## config.mk

```make
export PLATFORM = sky130hd
export DESIGN_NAME = mem_arbiter
export DESIGN_NICKNAME = d
export VERILOG_FILES = /design/src/rtl/mem_arbiter.sv
export SDC_FILE = /design/constraint.sdc
export NUM_CORES = 1
export LEC_CHECK = 0
export CAP_MARGIN = 0
export CORE_AREA = 2 2 287 289
export CTS_CLUSTER_SIZE = 10
export DETAILED_ROUTE_END_ITERATION = 16
export DIE_AREA = 0 0 289 291
export DONT_BUFFER_PORTS = 1
export PLACE_DENSITY = 0.32
export SLEW_MARGIN = 20
export SYNTH_ARGS = -nofsm -noshare
export SYNTH_HDL_FRONTEND = slang
export SYNTH_SLANG_ARGS = --single-unit
```

## constraint.sdc

```tcl
create_clock -name CLK -period 2.2 [get_ports CLK]
set_input_delay 0.44 -clock CLK [delete_from_list [all_inputs] [get_ports CLK]]
set_output_delay 0.44 -clock CLK [all_outputs]
set_load 0.01 [all_outputs]
```

## src/rtl/mem_arbiter.sv

```systemverilog
// Round-robin arbiter that merges instruction-cache refills and data-cache
// refills/write-backs onto one block-wide backing-memory port.
module mem_arbiter #(
    parameter int ADDR_W = 28,
    parameter int DATA_W = 128
) (
    input  logic              CLK,
    input  logic              RESET,
    input  logic              d_read,
    input  logic              d_write,
    input  logic [ADDR_W-1:0] d_address,
    input  logic [DATA_W-1:0] d_writedata,
    output logic [DATA_W-1:0] d_readdata,
    output logic              d_busywait,
    input  logic              i_read,
    input  logic [ADDR_W-1:0] i_address,
    output logic [DATA_W-1:0] i_readdata,
    output logic              i_busywait,
    output logic              mem_read,
    output logic              mem_write,
    output logic [ADDR_W-1:0] mem_address,
    output logic [DATA_W-1:0] mem_writedata,
    input  logic [DATA_W-1:0] mem_readdata,
    input  logic              mem_busywait
);

    typedef enum logic [2:0] {
        IDLE   = 3'd0,
        SERV_D = 3'd1,
        SERV_I = 3'd2,
        DONE_D = 3'd3,
        DONE_I = 3'd4
    } state_t;

    state_t            state_r;
    state_t            state_nxt_s;
    logic              last_r;
    logic              seen_busy_r;
    logic [ADDR_W-1:0] addr_r;
    logic [DATA_W-1:0] wdata_r;
    logic [DATA_W-1:0] d_rdata_r;
    logic [DATA_W-1:0] i_rdata_r;
    logic              mem_read_r;
    logic              mem_write_r;
    logic              d_req_s;
    logic              serving_s;
    logic              done_s;
    logic              grant_d_s;
    logic              grant_i_s;

    assign d_req_s = d_read | d_write;

    // Completion needs a busy phase first, so a memory that answers before
    // reacting to the strobe cannot complete a transaction early.
    always_comb begin
        serving_s = (state_r == SERV_D) || (state_r == SERV_I);
        done_s    = serving_s && seen_busy_r && !mem_busywait;
    end

    // Next-state logic; on a tie the side that was not granted last wins.
    always_comb begin
        state_nxt_s = state_r;
        case (state_r)
            IDLE: begin
                if (d_req_s && (!i_read || last_r)) begin
                    state_nxt_s = SERV_D;
                end else if (i_read) begin
                    state_nxt_s = SERV_I;
                end else begin
                    state_nxt_s = IDLE;
                end
            end
            SERV_D: begin
                if (done_s) begin
                    state_nxt_s = DONE_D;
                end else begin
                    state_nxt_s = SERV_D;
                end
            end
            SERV_I: begin
                if (done_s) begin
                    state_nxt_s = DONE_I;
                end else begin
                    state_nxt_s = SERV_I;
                end
            end
            DONE_D:  state_nxt_s = IDLE;
            DONE_I:  state_nxt_s = IDLE;
            default: state_nxt_s = IDLE;
        endcase
    end

    // Grant decode from the chosen transition out of IDLE.
    always_comb begin
        grant_d_s = (state_r == IDLE) && (state_nxt_s == SERV_D);
        grant_i_s = (state_r == IDLE) && (state_nxt_s == SERV_I);
    end

    // State, latched request, registered memory strobes and readdata capture.
    always_ff @(posedge CLK) begin
        if (RESET) begin
            state_r     <= IDLE;
            last_r      <= 1'b1;
            seen_busy_r <= 1'b0;
            addr_r      <= {ADDR_W{1'b0}};
            wdata_r     <= {DATA_W{1'b0}};
            d_rdata_r   <= {DATA_W{1'b0}};
            i_rdata_r   <= {DATA_W{1'b0}};
            mem_read_r  <= 1'b0;
            mem_write_r <= 1'b0;
        end else begin
            state_r <= state_nxt_s;
            if (grant_d_s) begin
                addr_r      <= d_address;
                wdata_r     <= d_writedata;
                mem_read_r  <= ~d_write;
                mem_write_r <= d_write;
                seen_busy_r <= 1'b0;
            end else if (grant_i_s) begin
                addr_r      <= i_address;
                mem_read_r  <= 1'b1;
                mem_write_r <= 1'b0;
                seen_busy_r <= 1'b0;
            end else if (done_s) begin
                mem_read_r  <= 1'b0;
                mem_write_r <= 1'b0;
                last_r      <= (state_r == SERV_I);
                if (mem_read_r && (state_r == SERV_D)) begin
                    d_rdata_r <= mem_readdata;
                end
                if (mem_read_r && (state_r == SERV_I)) begin
                    i_rdata_r <= mem_readdata;
                end
            end else if (serving_s && mem_busywait) begin
                seen_busy_r <= 1'b1;
            end
        end
    end

    // A cache sees its grant as busywait dropping during its DONE cycle only.
    assign d_busywait    = d_req_s & (state_r != DONE_D);
    assign i_busywait    = i_read & (state_r != DONE_I);
    assign d_readdata    = d_rdata_r;
    assign i_readdata    = i_rdata_r;
    assign mem_read      = mem_read_r;
    assign mem_write     = mem_write_r;
    assign mem_address   = addr_r;
    assign mem_writedata = wdata_r;

endmodule

```

# Word level (Yosys, flattened, before mapping)
# Cells that the tools add are included.
# totals
reg_bits	419
latchBits	0
ram_bits	0
mem_bits_ro	0
in_bits	318
out_inout_bits	416
wordCells	54
memories	0
# op_classes
n_addsub	0
mul	0
n_div	0
magnitude_cmp	0
n_eq_ne	6
shift	0
mux	12
bitwise_logic	7
reduce_logical	20
# op_table
cell	count
2-to-1 mux 28 bit	2
one-hot mux 3 bit (3 select lines)	1
logical AND 1 bit	8
AND reduction 4 bit	2
equality test 3 x 1 -> 1 bit, second input constant	2
equality test 3 x 2 -> 1 bit, second input constant	2
2-to-1 mux 2 bit	3
2-to-1 mux 1 bit	5
inverter 1 bit	4
logical NOT 3 bit	1
2-to-1 mux 3 bit	1
inequality test 3 x 2 -> 1 bit, second input constant	1
inequality test 3 bit, second input constant	1
AND reduction 3 bit	1
nonzero test 3 bit	1
OR reduction 3 bit	1
bitwise AND 1 bit	2
logical NOT 1 bit	2
logical OR 1 bit	2
AND reduction 2 bit	1
nonzero test 2 bit	1
OR 1 bit	1

# Logic depth before layout (Yosys ltp)
# logic_depth
ltp_word	10
mapped_depth	6
ltp_nobuf	3

# Least setup slack after synthesis
# OpenSTA, ideal clock, no wires.
# synth_path
path_type	input-to-reg
from	in mem_busywait
to	reg d_rdata_r[100], in the netlist d_readdata[100]
setup_ps	72
arrival_ps	1657
required_ps	2128
slack_ps	471
cell_stages	5
n_path_buf	2
cell_sequence	or3b_4 > nor4b_4 > buf_8 > buf_12 > mux2i_1
# synth_between
elab_chain_cells	8
elab_cells_between_ends	12
classes_between	eq/ne: 2; mux: 3; bitwise: 2; reduce/logical: 5
# synth_lines
element	line_no	rtl
from (decl)	24	input logic mem_busywait
logical NOT 1 bit (*)	57	done_s = serving_s && seen_busy_r && !mem_busywait;
logical AND 1 bit (*)	57	
2-to-1 mux 3 bit / 2-to-1 mux 2 bit (equally long branches)	81, 74	
one-hot mux 3 bit (3 select lines)	63	case (state_r)
equality test 3 x 2 -> 1 bit / equality test 3 x 1 -> 1 bit (equally long branches)	96, 95	
logical AND 1 bit (on tied branches)	96, 95	
inverter 1 bit (no source line)	--	
AND reduction 4 bit (no source line) (*)	--	
to (signal assigned)	107	d_rdata_r <= {DATA_W{1'b0}};
to (signal assigned)	129	d_rdata_r <= mem_readdata;
to (decl)	41	logic [DATA_W-1:0] d_rdata_r;
# Mark *: on every way between the ends. The rest lies on a longest branch, timed or not.
# A chain may end at the register's enable or synchronous reset.

# Worst setup path after layout
# layout_path
from	reg state_r[0]
to	out i_busywait
# layout_between
elab_chain_cells	2
# layout_lines
element	line_no	rtl
from (decl)	35	state_t state_r;
from (signal assigned)	112	state_r <= state_nxt_s;
inequality test 3 bit	142	assign i_busywait = i_read & (state_r != DONE_I);
bitwise AND 1 bit	142	
to (decl)	18	output logic i_busywait,
# No other way between the ends.

==> results <==
## worst max-delay path by stage
stage                                from                      endpoint  slack [ns]  depth (start not counted)
global placement             mem_busywait   d_readdata[62]$_SDFFE_PP0P_        0.20                          5
CTS                 state_r[0]$_SDFF_PP0_                    i_busywait       0.003                          4
floorplan                    mem_busywait  d_readdata[100]$_SDFFE_PP0P_        0.47                          5
global route        state_r[0]$_SDFF_PP0_                    i_busywait        0.06                          4
detailed placement           mem_busywait   d_readdata[20]$_SDFFE_PP0P_        0.16                          5
finish              state_r[0]$_SDFF_PP0_                    i_busywait        0.14                          4
## per-stage QoR
step / total power [mW] / hold WS [ns] / area (µm²) / util, % / instances
6_report: 18.5 / -0.0929 / 21000 / 25.8 / 2948
3_5_place_dp: 10.4 / 0.476 / 18000 / 22.2 / 2721
3_3_place_gp: 10.4 / 0.457 / 18000 / 22.2 / 2721
4_1_cts: 18.8 / -0.151 / 21000 / 25.8 / 2945
2_1_floorplan: 9.76 / 0.443 / 16800 / - / 1785
5_1_grt: 19.3 / -0.137 / 21000 / 25.8 / 2948
## what timing repair did
item	CTS	global route
setup endpoints to repair	0	3
gates resized for setup	0	2
endpoints found under the hold margin	330	128
buffers inserted	0	1
## layout make-up
class	count	area share, %
diodes	2	0.0239
repair buffers	196	10.4
well taps	1070	6.38
flip-flops and latches	419	40.0
inverters	60	1.11
multi-input cells	1118	34.7
clock buffers	73	6.82
clock inverters	10	0.513
## report_power, final
part,switching (mW),internal [mW]
combinational,1.21,0.778
clock,3.43,4.61
sequential,0.503,7.96
total,5.14,13.3
## Yosys cell counts (2+ instances only)
master    instances
dfxtp_1         419
nand2_1         384
mux2i_1         256
nand4_1         157
clkbuf_1        140
a21oi_1         132
o31ai_1         128
inv_1            59
buf_2            26
o221ai_2         20
buf_12           10
o221ai_1          8
o21ai_0           7
buf_6             4
buf_4             3
buf_8             3
nor2_1            3
nor3_1            3
buf_1             2
nand2b_1          2
## worst max-delay path, stage by stage (launching register included)
cell and delay, ns:
dfxtp_2 0.40, buf_4 0.18, nor2_1 0.06, a21boi_0 0.21, buf_4 0.17
## cell families (layout without fill, tap and decap cells)
logic type,Yosys count,after routing,synth area share [%]
XOR/XNOR,1,1,0.0521
AO/OA/AOI/OAI,300,300,12.3
other,0,2,0
flip-flops,419,419,49.9
AND/OR/NAND/NOR,560,560,15.3
buffers and inverters,248,339,7.15
multiplexers,257,257,15.3
## sequential cells by signal, summed over array words and instances, names as in the netlist
| register | cells |
|---|---|
| mem_writedata | 128 |
| mem_write | 1 |
| d_readdata | 128 |
| mem_address | 28 |
| i_readdata | 128 |
| state_r | 3 |
| last_r | 1 |
| mem_read | 1 |
| seen_busy_r | 1 |
## metal layers
| metal | vias to the layer above | global-route usage (%) | share of wire [%] |
|---|---|---|---|
| li1 | 6431 | - | - |
| met1 | 6419 | 15.8 | 37 |
| met2 | 544 | 25.3 | 50 |
| met3 | 85 | 5.92 | 10 |
| met4 | 0 | 4.63 | 2.8 |
| met5 | - | 0 | 0 |
==> impl_results.md <==
- Remaining antenna violation count after routing: 0
- Fmax: 486 MHz
- Layout cells sized above 1: 8.42%
- Hold_sp: RESET
- CTS Buf Count: 52
- Global-route wire length before repair: 93600 µm
- Synth area leader: dfxtp_1
- Synth top area share: 49.9%
- Ys Warns: 0
- Critical Path Start Type: register
- H-tree depth: 2
- Avg Cell Area, Syn: 9.42 µm²
- PD cells: 881 nW/µm²
- Fillers: 8626
- Final cycle utilization of the critical path: 93.5%
- Synthesis-to-finish area growth: 24.8%
- WHS Path Cells: 1
- Failing checks: hold timing
- Number of global-route vias before repair: 13800
- WHS: -0.0929 ns
- Die X: 289 µm
- Hold Path Class: input pin to register
- Ys flop type: dfxtp_1
- Pre-antenna DRT Iters: 5
- FFs w/ async S/R, synth: 0%
- GPL Wtd Cong: 0.778
- Commonest non-fill, non-tap cell in the layout: dfxtp_1
- Peak VDD IR: 0.486 mV
- Total GRT Usage: 14.5%
- Hold Vio Cnt, Final: 128
- Reg2Reg Depth: 5
- Die Ht: 291 µm
- Tmin final: 2.06 ns
- CTS clk-pin slew, worst paths: 0.06 ns
- Post-Route Setup TNS: 0 ns
- Worst R2R Setup Slack: 0.17 ns
- WP data required: 1.76 ns
- IO Count: 734
- Die Area: 84100 µm²
- Max Buffers Root-to-Sink: 3
- Pre-CTS worst setup slack: 0.165 ns
- # rows: 105
- Detailed placement HPWL: 45200 µm
- Post-synthesis sequential area ratio: 49.9%
- #FFs+latches synth: 419
- Root Driver: clkbuf_16
- Worst hold endpoint: mem_writedata[64]$_SDFFE_PP0P_
- Gate Count Post-Synth: 1785
- CTS tree: built
- Crit path DAT: 1.62 ns
- Static Leak: 8.29 nW
- Max_slew headroom: 49.1%
- Routed via count: 13500
- Fin nets: 2165
- Netlist cell types: 39
- Slew Limit Fails: 0
- CTS Hold Buffers Added: 141
- Grt total ovfl: 0
- Critical Setup Path Class: register to output port
- DR DRC count: 0
- CP max FO: 6
- PortBufs: 0
- Worst-Skew Late Latency: 0.60 ns
- First DRT Iteration DRCs: 654
- Sequential Area: 8390 µm²
- Crit Reg-Reg Startpoint: state_r[2]$_SDFF_PP0_
- Max Clock Skew: 0.0209 ns
- # clock sinks: 419
- Crit end category: output port
- Post-synthesis cell area: 16800 µm²
- Max Cap Violations: 0
- Total routed wirelength: 64700 µm
- Largest net degree at the start of global routing: 137
- Final setup fails: 0
- Commonest non-fill, non-tap cells in the layout: dfxtp_1 (418), nand2_1 (384), mux2i_1 (256), nand4_1 (157), dlygate4sd3_1 (141)
- WL per Instance: 22.0 µm
- DR vias/cell: 4.57
- Reg2Reg Capture Point: mem_address[7]$_SDFFE_PP0P_
- Area occupied by multi-input gates: 7290 µm²
- Status: complete, but fails checks
- Post-Syn Nets: 2103
- Top post-synthesis cells by area: dfxtp_1 (50%), mux2i_1 (15%), nand2_1 (8.6%)
- Slew @ Worst Pin: 0.764 ns
- Final worst slack: 0.143 ns
- RSZ-0062 raised after global routing: false
- Antenna violations before repair: 2
- Initial Util: 20.7%
- Post-synth EDFFs: 0
- Total core area: 81200 µm²
Power figures use the tool's default switching activity.
